File: src/rtl/csr_access_ctrl_pkg.sv
// Shared definitions for the CSR access controller: FSM encoding, RMW op codes,
// and the machine-mode CSR addresses the trap sequence touches.
package csr_access_ctrl_pkg;

    localparam logic [2:0] S_IDLE     = 3'd0;
    localparam logic [2:0] S_EX_RD    = 3'd1;
    localparam logic [2:0] S_EX_WR    = 3'd2;
    localparam logic [2:0] S_TR_EPC   = 3'd3;
    localparam logic [2:0] S_TR_CAUSE = 3'd4;
    localparam logic [2:0] S_TR_TVAL  = 3'd5;
    localparam logic [2:0] S_TR_VEC   = 3'd6;
    localparam logic [2:0] S_TR_ACK   = 3'd7;

    typedef enum logic [1:0] {
        OP_NONE = 2'b00,
        OP_RW   = 2'b01,
        OP_RS   = 2'b10,
        OP_RC   = 2'b11
    } csr_op_e;

    localparam logic [11:0] CSR_MTVEC  = 12'h305;
    localparam logic [11:0] CSR_MEPC   = 12'h341;
    localparam logic [11:0] CSR_MCAUSE = 12'h342;
    localparam logic [11:0] CSR_MTVAL  = 12'h343;

    function automatic logic [31:0] align4(input logic [31:0] v);
        return {v[31:2], 2'b00};
    endfunction

endpackage

File: src/rtl/csr_access_if.sv
// Execute-stage, trap-entry and CSR register-file signals of the controller.
// master = pipeline/register-file side, slave = the controller.
interface csr_access_if;
    logic        ex_req_i;
    logic [1:0]  ex_op_i;
    logic [11:0] ex_addr_i;
    logic [31:0] ex_src_i;
    logic        ex_ack_o;
    logic [31:0] ex_rdata_o;
    logic        ex_err_o;

    logic        trap_req_i;
    logic [31:0] trap_pc_i;
    logic [31:0] trap_cause_i;
    logic [31:0] trap_tval_i;
    logic        trap_ack_o;
    logic [31:0] trap_vec_o;

    logic [11:0] csr_addr_o;
    logic        csr_we_o;
    logic [31:0] csr_wdata_o;
    logic [31:0] csr_rdata_i;

    logic        busy_o;

    modport master (
        output ex_req_i, ex_op_i, ex_addr_i, ex_src_i,
        output trap_req_i, trap_pc_i, trap_cause_i, trap_tval_i,
        output csr_rdata_i,
        input  ex_ack_o, ex_rdata_o, ex_err_o, trap_ack_o, trap_vec_o,
        input  csr_addr_o, csr_we_o, csr_wdata_o, busy_o
    );

    modport slave (
        input  ex_req_i, ex_op_i, ex_addr_i, ex_src_i,
        input  trap_req_i, trap_pc_i, trap_cause_i, trap_tval_i,
        input  csr_rdata_i,
        output ex_ack_o, ex_rdata_o, ex_err_o, trap_ack_o, trap_vec_o,
        output csr_addr_o, csr_we_o, csr_wdata_o, busy_o
    );
endinterface

File: src/rtl/csr_access_ctrl_rmw_alu.sv
// Combinational read-modify-write datapath for CSRRW/CSRRS/CSRRC: write data,
// write enable, and the illegal-write flag for the read-only address space.
module csr_rmw_alu
    import csr_access_ctrl_pkg::*;
(
    input  csr_op_e     op_i,
    input  logic [31:0] old_i,
    input  logic [31:0] src_i,
    input  logic        ro_i,
    output logic [31:0] wdata_o,
    output logic        we_o,
    output logic        illegal_o
);

    logic wants_write;

    always_comb begin
        wdata_o     = src_i;
        wants_write = 1'b0;
        case (op_i)
            OP_RW: begin
                wdata_o     = src_i;
                wants_write = 1'b1;
            end
            OP_RS: begin
                wdata_o     = old_i | src_i;
                wants_write = (src_i != 32'd0);
            end
            OP_RC: begin
                wdata_o     = old_i & ~src_i;
                wants_write = (src_i != 32'd0);
            end
            default: wants_write = 1'b0;
        endcase
        // A set/clear with a zero mask is a pure read, so it never faults.
        we_o      = wants_write & ~ro_i;
        illegal_o = wants_write &  ro_i;
    end

endmodule

File: src/rtl/csr_access_ctrl.sv
// CSR access sequencer: serves execute-stage RMW requests and the trap-entry
// mepc/mcause/mtval write + mtvec read. Vectored mode under CSR_VEC_MODE_EN.
module csr_access_ctrl
    import csr_access_ctrl_pkg::*;
(
    input  logic         clk,
    input  logic         rst,
    csr_access_if.slave  bus
);

    logic [2:0]  state_q, state_d;
    logic [31:0] alu_wdata;
    logic        alu_we;
    logic        alu_illegal;
    logic [31:0] trap_vec;
    logic        live;

    csr_rmw_alu u_alu (
        .op_i      (csr_op_e'(bus.ex_op_i)),
        .old_i     (bus.csr_rdata_i),
        .src_i     (bus.ex_src_i),
        .ro_i      (bus.ex_addr_i[11:10] == 2'b11),
        .wdata_o   (alu_wdata),
        .we_o      (alu_we),
        .illegal_o (alu_illegal)
    );

    always_comb begin
`ifdef CSR_VEC_MODE_EN
        if (bus.csr_rdata_i[1:0] == 2'b01 && bus.trap_cause_i[31])
            trap_vec = align4(bus.csr_rdata_i) + {25'd0, bus.trap_cause_i[4:0], 2'b00};
        else
            trap_vec = align4(bus.csr_rdata_i);
`else
        trap_vec = align4(bus.csr_rdata_i);
`endif
    end

    // A dropped request abandons its sequence; IDLE re-arbitrates next cycle.
    always_comb begin
        state_d = state_q;
        case (state_q)
            S_IDLE: begin
                if (bus.trap_req_i)    state_d = S_TR_EPC;
                else if (bus.ex_req_i) state_d = S_EX_RD;
            end
            S_EX_RD:    state_d = bus.ex_req_i   ? S_EX_WR    : S_IDLE;
            S_EX_WR:    state_d = S_IDLE;
            S_TR_EPC:   state_d = bus.trap_req_i ? S_TR_CAUSE : S_IDLE;
            S_TR_CAUSE: state_d = bus.trap_req_i ? S_TR_TVAL  : S_IDLE;
            S_TR_TVAL:  state_d = bus.trap_req_i ? S_TR_VEC   : S_IDLE;
            S_TR_VEC:   state_d = bus.trap_req_i ? S_TR_ACK   : S_IDLE;
            S_TR_ACK:   state_d = S_IDLE;
            default:    state_d = S_IDLE;
        endcase
    end

    always_ff @(posedge clk) begin
        if (rst) state_q <= S_IDLE;
        else     state_q <= state_d;
    end

    // Reset gates writes and acks in the cycle it is sampled, so an aborted
    // sequence commits nothing further.
    assign live = ~rst;

    always_comb begin
        bus.ex_ack_o    = 1'b0;
        bus.ex_rdata_o  = 32'd0;
        bus.ex_err_o    = 1'b0;
        bus.trap_ack_o  = 1'b0;
        bus.trap_vec_o  = 32'd0;
        bus.csr_addr_o  = 12'd0;
        bus.csr_we_o    = 1'b0;
        bus.csr_wdata_o = 32'd0;
        case (state_q)
            S_EX_RD: bus.csr_addr_o = bus.ex_addr_i;
            S_EX_WR: begin
                bus.csr_addr_o = bus.ex_addr_i;
                if (bus.ex_req_i && live) begin
                    bus.ex_ack_o    = 1'b1;
                    bus.ex_rdata_o  = bus.csr_rdata_i;
                    bus.ex_err_o    = alu_illegal;
                    bus.csr_we_o    = alu_we;
                    bus.csr_wdata_o = alu_wdata;
                end
            end
            S_TR_EPC: begin
                bus.csr_addr_o  = CSR_MEPC;
                bus.csr_wdata_o = align4(bus.trap_pc_i);
                bus.csr_we_o    = bus.trap_req_i & live;
            end
            S_TR_CAUSE: begin
                bus.csr_addr_o  = CSR_MCAUSE;
                bus.csr_wdata_o = bus.trap_cause_i;
                bus.csr_we_o    = bus.trap_req_i & live;
            end
            S_TR_TVAL: begin
                bus.csr_addr_o  = CSR_MTVAL;
                bus.csr_wdata_o = bus.trap_tval_i;
                bus.csr_we_o    = bus.trap_req_i & live;
            end
            S_TR_VEC: bus.csr_addr_o = CSR_MTVEC;
            S_TR_ACK: begin
                bus.csr_addr_o = CSR_MTVEC;
                if (bus.trap_req_i && live) begin
                    bus.trap_ack_o = 1'b1;
                    bus.trap_vec_o = trap_vec;
                end
            end
            default: ;
        endcase
    end

    assign bus.busy_o = (state_q != S_IDLE);

endmodule

File: src/flat_wrapper.sv
// flat-port wrapper written by rule: the top's interface ports become plain ports
module csr_access_ctrl_flat import csr_access_ctrl_pkg::*;
  (clk, rst, bus_ex_req_i, bus_ex_op_i, bus_ex_addr_i, bus_ex_src_i, bus_trap_req_i, bus_trap_pc_i, bus_trap_cause_i, bus_trap_tval_i, bus_csr_rdata_i, bus_ex_ack_o, bus_ex_rdata_o, bus_ex_err_o, bus_trap_ack_o, bus_trap_vec_o, bus_csr_addr_o, bus_csr_we_o, bus_csr_wdata_o, bus_busy_o);
  csr_access_if bus_i ();
  input  logic clk;
  input  logic rst;
  input wire logic [$bits(bus_i.ex_req_i)-1:0] bus_ex_req_i;
  input wire logic [$bits(bus_i.ex_op_i)-1:0] bus_ex_op_i;
  input wire logic [$bits(bus_i.ex_addr_i)-1:0] bus_ex_addr_i;
  input wire logic [$bits(bus_i.ex_src_i)-1:0] bus_ex_src_i;
  input wire logic [$bits(bus_i.trap_req_i)-1:0] bus_trap_req_i;
  input wire logic [$bits(bus_i.trap_pc_i)-1:0] bus_trap_pc_i;
  input wire logic [$bits(bus_i.trap_cause_i)-1:0] bus_trap_cause_i;
  input wire logic [$bits(bus_i.trap_tval_i)-1:0] bus_trap_tval_i;
  input wire logic [$bits(bus_i.csr_rdata_i)-1:0] bus_csr_rdata_i;
  output wire logic [$bits(bus_i.ex_ack_o)-1:0] bus_ex_ack_o;
  output wire logic [$bits(bus_i.ex_rdata_o)-1:0] bus_ex_rdata_o;
  output wire logic [$bits(bus_i.ex_err_o)-1:0] bus_ex_err_o;
  output wire logic [$bits(bus_i.trap_ack_o)-1:0] bus_trap_ack_o;
  output wire logic [$bits(bus_i.trap_vec_o)-1:0] bus_trap_vec_o;
  output wire logic [$bits(bus_i.csr_addr_o)-1:0] bus_csr_addr_o;
  output wire logic [$bits(bus_i.csr_we_o)-1:0] bus_csr_we_o;
  output wire logic [$bits(bus_i.csr_wdata_o)-1:0] bus_csr_wdata_o;
  output wire logic [$bits(bus_i.busy_o)-1:0] bus_busy_o;
  assign bus_i.ex_req_i = bus_ex_req_i;
  assign bus_i.ex_op_i = bus_ex_op_i;
  assign bus_i.ex_addr_i = bus_ex_addr_i;
  assign bus_i.ex_src_i = bus_ex_src_i;
  assign bus_i.trap_req_i = bus_trap_req_i;
  assign bus_i.trap_pc_i = bus_trap_pc_i;
  assign bus_i.trap_cause_i = bus_trap_cause_i;
  assign bus_i.trap_tval_i = bus_trap_tval_i;
  assign bus_i.csr_rdata_i = bus_csr_rdata_i;
  assign bus_ex_ack_o = bus_i.ex_ack_o;
  assign bus_ex_rdata_o = bus_i.ex_rdata_o;
  assign bus_ex_err_o = bus_i.ex_err_o;
  assign bus_trap_ack_o = bus_i.trap_ack_o;
  assign bus_trap_vec_o = bus_i.trap_vec_o;
  assign bus_csr_addr_o = bus_i.csr_addr_o;
  assign bus_csr_we_o = bus_i.csr_we_o;
  assign bus_csr_wdata_o = bus_i.csr_wdata_o;
  assign bus_busy_o = bus_i.busy_o;
  csr_access_ctrl u_core (.clk(clk), .rst(rst), .bus(bus_i));
endmodule
File: config.mk
export PLATFORM = sky130hd
export DESIGN_NAME = csr_access_ctrl_flat
export DESIGN_NICKNAME = d
export VERILOG_FILES = /design/src/rtl/csr_access_ctrl_pkg.sv /design/src/rtl/csr_access_if.sv /design/src/rtl/csr_access_ctrl_rmw_alu.sv /design/src/rtl/csr_access_ctrl.sv /design/src/flat_wrapper.sv
export SDC_FILE = /design/constraint.sdc
export NUM_CORES = 1
export LEC_CHECK = 0
export CAP_MARGIN = 20
export CELL_PAD_IN_SITES_DETAIL_PLACEMENT = 1
export CELL_PAD_IN_SITES_GLOBAL_PLACEMENT = 1
export CORE_ASPECT_RATIO = 1.2
export CORE_MARGIN = 4
export CORE_UTILIZATION = 15
export DETAILED_ROUTE_END_ITERATION = 6
export PLACE_DENSITY_LB_ADDON = 0.25
export SYNTH_ARGS = -nofsm -noshare
export SYNTH_HDL_FRONTEND = slang
export SYNTH_SLANG_ARGS = --single-unit
File: constraint.sdc
create_clock -name clk -period 1.8 [get_ports clk]
set_clock_uncertainty 0.05 [all_clocks]
set_input_delay 0.18 -clock clk [delete_from_list [all_inputs] [get_ports clk]]
set_output_delay 0.18 -clock clk [all_outputs]
set_load 0.03 [all_outputs]
* After elaboration in Yosys (flattened, before gate mapping) *
Index checks and enable logic that the tools add are counted.
Widths: inputs -> output; s select.

storage, ports and cells
  register bits after elaboration = 3
  latch bits = 0
  bits in writable memories = 0
  memory bits (read-only) = 0
  output and inout bits = 113
  word-level logic and storage cells = 56
  memories kept = 0

operators by class
  add/sub/neg operators = 0
  multipliers = 0
  div/mod/pow operators = 0
  $lt $le $gt $ge = 0
  equality and inequality tests = 12
  shifts and indexed selects = 0
  mux-type cells = 25
  bitwise gates (word level) = 8
  reduce and logical (&&, ||, !) cells = 10

operators by type and width
  cell                count
  $mux 32             5
  $pmux 32 s4         1
  $pmux 32 s2         1
  $pmux 12 s5         1
  $and 32x32->32      1
  $not 32->32         1
  $or 32x32->32       1
  $reduce_bool 32->1  1
  $pmux 3 s7          1
  $mux 3              6
  $eq 3x3->1 const B  4
  $reduce_or 2->1     4
  $mux 1              7
  $eq 2x2->1 const B  3
  $eq 3x2->1 const B  2
  $pmux 1 s2          2
  $and 1x1->1         3
  $eq 3x1->1 const B  1
  $logic_not 3->1     1
  $ne 3x3->1 const B  1
  $reduce_bool 3->1   1
  $reduce_or 3->1     1
  $eq 2x1->1 const B  1
  $logic_and 1x1->1   2
  2 further kinds     3

* Depth between registers and ports, before layout *
  depth after elaboration = 6
  depth in mapped cells = 7
  mapped depth without buffers = 5

* Cells and area by module *
From an unflattened synthesis, not the netlist that was laid out.

second synthesis, totals
  cells, all modules = 330
  area, all modules = 2,184.6 µm²

by module, submodules not included
  module           times used  cells an instance  area each (µm²)  sequential area each (µm²)
  csr_access_ctrl  1           242                1,714.1          60.1
  csr_rmw_alu      1           88                 470.5            0.0

* Worst setup path after synthesis *
OpenSTA, ideal clock, no wires.

  path type = reg-to-output
  from = register u_core.state_q[1]
  to = output bus_csr_we_o
  arrival = 1,598 ps
  data required time = 1,570 ps
  path slack = -28 ps
  stages on the path, launching flop included = 8
  buffers on the path = 3
  cells stage by stage = dfxtp_1 buf_6 nor2b_1 buf_4 buf_6 a2bb2oi_1 o211ai_1 o22ai_1

between the ends
  longest elaborated chain between the ends = 3
  elaborated cells on any way between the ends = 6
  classes of those cells = eq/ne: 4; mux: 1; reduce/logical: 1

RTL lines
  element                                          RTL line               RTL
  start, declared                                  csr_access_ctrl.sv:11  logic [2:0] state_q, state_d;
  start signal, assigned                           csr_access_ctrl.sv:60  else state_q <= state_d;
  $eq 3x2->1 / $eq 3x3->1 (equally long branches)  csr_access_ctrl.sv:76  case (state_q)
  $reduce_or 3->1 (no source line)                 --
  $pmux 1 s2 (*)                                   csr_access_ctrl.sv:76
  end, declared                                    flat_wrapper.sv:22     output wire logic [$bits(bus_i.csr_we_o)-1:0] bus_csr_we_o;

Mark *: on every way between the ends. The rest lies on a longest branch, timed or not.

* Worst setup path in the final report *
  from = register u_core.state_q[1]
  to = output bus_csr_wdata_o[2]

between the ends
  longest elaborated chain between the ends = 2
  elaborated cells on any way between the ends = 5
  classes of those cells = eq/ne: 4; mux: 1

RTL lines
  element                                          RTL line               RTL
  $eq 3x3->1 / $eq 3x2->1 (equally long branches)  csr_access_ctrl.sv:76
  $pmux 32 s4 (*)                                  csr_access_ctrl.sv:76
  end, declared                                    flat_wrapper.sv:23     output wire logic [$bits(bus_i.csr_wdata_o)-1:0] bus_csr_wdata_o;

Marks and branches as above.

==> flow_summary.toml <==
[run_status]
status = "complete, but fails checks"
violations = "negative setup slack"

[yosys]
synth_top_area_share_pct = 19.70
synth_top_flop_cell = "dfxtp_1"
syn_inst = 331
postSynthAreaPerCell_um2 = 6.524
yosysTopAreaCell = "and2_1"
synthTopCellsByCount = "68 x and2_1, 40 x a21oi_1, 39 x nand2_1"
ys_types = 35
ys_seq_elements = 3
yosysSeqAreaShare_pct = 2.781
yosysMostFrequentCell = "and2_1"
yosysWarningCount = 0
netlist_area_um2 = 2160
synth_edf_count = 0
synth.area.top_cells = "and2_1 20%, a221o_1 14%, a22o_1 12%"
synthArstFlopShare_pct = 0

[power_and_ir_drop]
combPwrFrac_pct = 75.0
power.share.clock_pct = 20.5
power_density_nw_per_um2 = 288.8
seqPwrFrac_pct = 4.5
p_sw_uw = 677.9
power.leakage_uw = 0.002668
total_power_uw = 1753
swShare_pct = 38.67
ir_drop_mv = 0.3109
p_int_uw = 1075

[global_routing]
grt_antenna_before_repair = 3
gr-usage-all-layers_pct = 18.66
grt_max_degree = 33
grt_first_pass_wirelength_mm = 24.70
grt_overflow = 0
grt_pass1_vias = 4366

[min_path]
hp-start = "rst"
holdPathEnd = "u_core.state_q[1]"
hp-class = "in2reg"
holdPathStages = 3

[sta]
final.setup.worst_slack_ns = -0.1094
finalMaxSlewViolations = 0
fin_crit_ns = 1.909
finalHoldViolations = 0
grt_setup_unrepaired = "true"
fmax_mhz = 523.7
fin_crit_sh_pct = 106.1
finalSetupViolCount = 84

[routing]
ant_nets = 0
drc = 0
drtIter0Drc = 99
wl_mm = 16.69
wl_per_cell_um = 20.26
num_vias = 3969
firstDrtPassIters = 4
via_per_inst = 4.817

[setup_path]
critPathCaptureType = "output pin"
r2r_cells = 6
crit_fanout = 6
reg2reg_to = "u_core.state_q[2]"
critPathLaunchType = "flip-flop"
rrSetupSlack_ns = 0.38
arrival_ns = 1.68
cp.required_ns = 1.57
timing.rr.start = "u_core.state_q[1]"
critPathKind = "reg2out"

[clocking]
cts_buffers = 3
cts_hold_buf = 0
cts_tree = "built"
worstSkewPairLatency_ns = 0.23
htree_levels = 1
cts_sinks = 3
path_clk_slew_ns = 0.03
clockBufferDepth = 2
root_buffer = "clkbuf_16"

[placement]
place_ws_ns = -0.2833
dpl.hpwl_mm = 13.26
gp_congestion = 0.8025
io_buffer_count = 286
post-place-cells = 805
placed_cell_area_um2 = 5319

[die]
fp.dieH_um = 139.4
dieArea_um2 = 16390
start_util_pct = 15.50
rows = 47
coreArea_um2 = 13940
ios = 291
dieWidth_um = 117.5

[finish]
fin_nets = 829
area_delta_synth_final_pct = 181.1
top_register = "u_core.state_q"
n_fill_cell = 1646
final_layout_size_suffix_gt1_share_pct = 38.31
instances_no_fill = 824
reg.largest.list = "u_core.state_q x3"
finalCoreUtilization_pct = 43.56
largest_reg_flops = 3
postLayoutCellArea_um2 = 6071

[flow_run]
max_cap_violations = 0
-- critical path, stage by stage (launching register included) --
cell and delay (ns):
dfxtp_2 0.33, buf_6 0.13, nor2b_4 0.17, buf_8 0.14, a22o_1 0.18, a221o_1 0.35
buf_6 0.15
-- worst max-delay path by stage --
stage                      start             endpoint  slack, ns
2_1_floorplan  u_core.state_q[1]   bus_trap_vec_o[22]      0.002
3_3_place_gp    bus_ex_src_i[18]         bus_csr_we_o      -0.35
3_5_place_dp     bus_ex_src_i[6]         bus_csr_we_o      -0.28
4_1_cts        u_core.state_q[2]  bus_csr_wdata_o[27]      -0.12
5_1_grt        u_core.state_q[1]  bus_csr_wdata_o[12]      -0.17
6_report       u_core.state_q[1]   bus_csr_wdata_o[2]      -0.11
-- what timing repair did --
| item | CTS | global route |
|---|---|---|
| resized for setup | 89 | 89 |
| setup endpoints to repair | 104 | 99 |
| buffers inserted | 7 | 3 |
| pin swaps | 13 | 6 |
| cloned | 2 | 1 |
-- per-layer routing --
metal,global-route usage (%),up-vias,part of all wire (%)
li1,-,1880,-
met4,3.704,0,1.4
met3,3.815,17,5.4
met5,0,-,0
met2,37.42,181,56
met1,20.00,1891,37
-- cells in the final DEF (no fill, tap or decap), types with 4 or more instances in the layout --
master / Yosys / final
a21oi_1: 40 / 26
a21oi_2: 0 / 14
a221o_1: 30 / 30
a22o_1: 30 / 30
and2_1: 68 / 38
and2_4: 0 / 30
buf_12: 0 / 11
buf_4: 3 / 87
buf_6: 4 / 74
clkbuf_16: 0 / 4
clkdlybuf4s50_1: 0 / 152
dlygate4sd2_1: 0 / 20
nand2_1: 39 / 38
nand3b_1: 30 / 30
nor2_1: 5 / 4
nor4_2: 0 / 4
o21ai_0: 7 / 7
-- power by group through the flow --
stage | combinational (uW) | sequential [uW] | clock [uW]
5_1_grt | 1400 | 79.4 | 371
3_5_place_dp | 1230 | 78.1 | 0
3_3_place_gp | 1210 | 77.4 | 0
6_report | 1310 | 78.7 | 360
4_1_cts | 1300 | 79.1 | 366
2_1_floorplan | 499 | 77.2 | 0
-- cells by family (layout without fill, tap and decap cells) --
group | count (synthesis) | in the layout | synth area share (%)
other | 1 | 5 | 0.1736
and+or+nand+nor | 168 | 168 | 45.60
xor gates and xnor gates | 1 | 1 | 0.4056
DFF | 3 | 3 | 2.781
muxes | 3 | 3 | 1.391
AOI/OAI and AO/OA | 116 | 116 | 40.09
buffers and inverters | 39 | 357 | 9.559
-- final cells by class --
type | count | area [um^2] | area share, %
inverter | 2 | 10.01 | 0.1649
timing repair buffer | 351 | 3511 | 57.83
tap | 171 | 214.0 | 3.524
antenna | 3 | 7.507 | 0.1237
clock buffer | 4 | 78.83 | 1.298
sequential | 3 | 68.82 | 1.134
multi-input combinational | 290 | 2181 | 35.92
-- metrics by stage --
stage	setup TNS, ns	hold slack, ns
detailed placement	-3.947	0.5437
global placement	-2.117	0.5343
global route	-10.63	0.2804
finish	-3.316	0.2407
floorplan	0	0.1991
CTS	-5.279	0.4975
No activity file was read; power rests on OpenSTA's default activity.
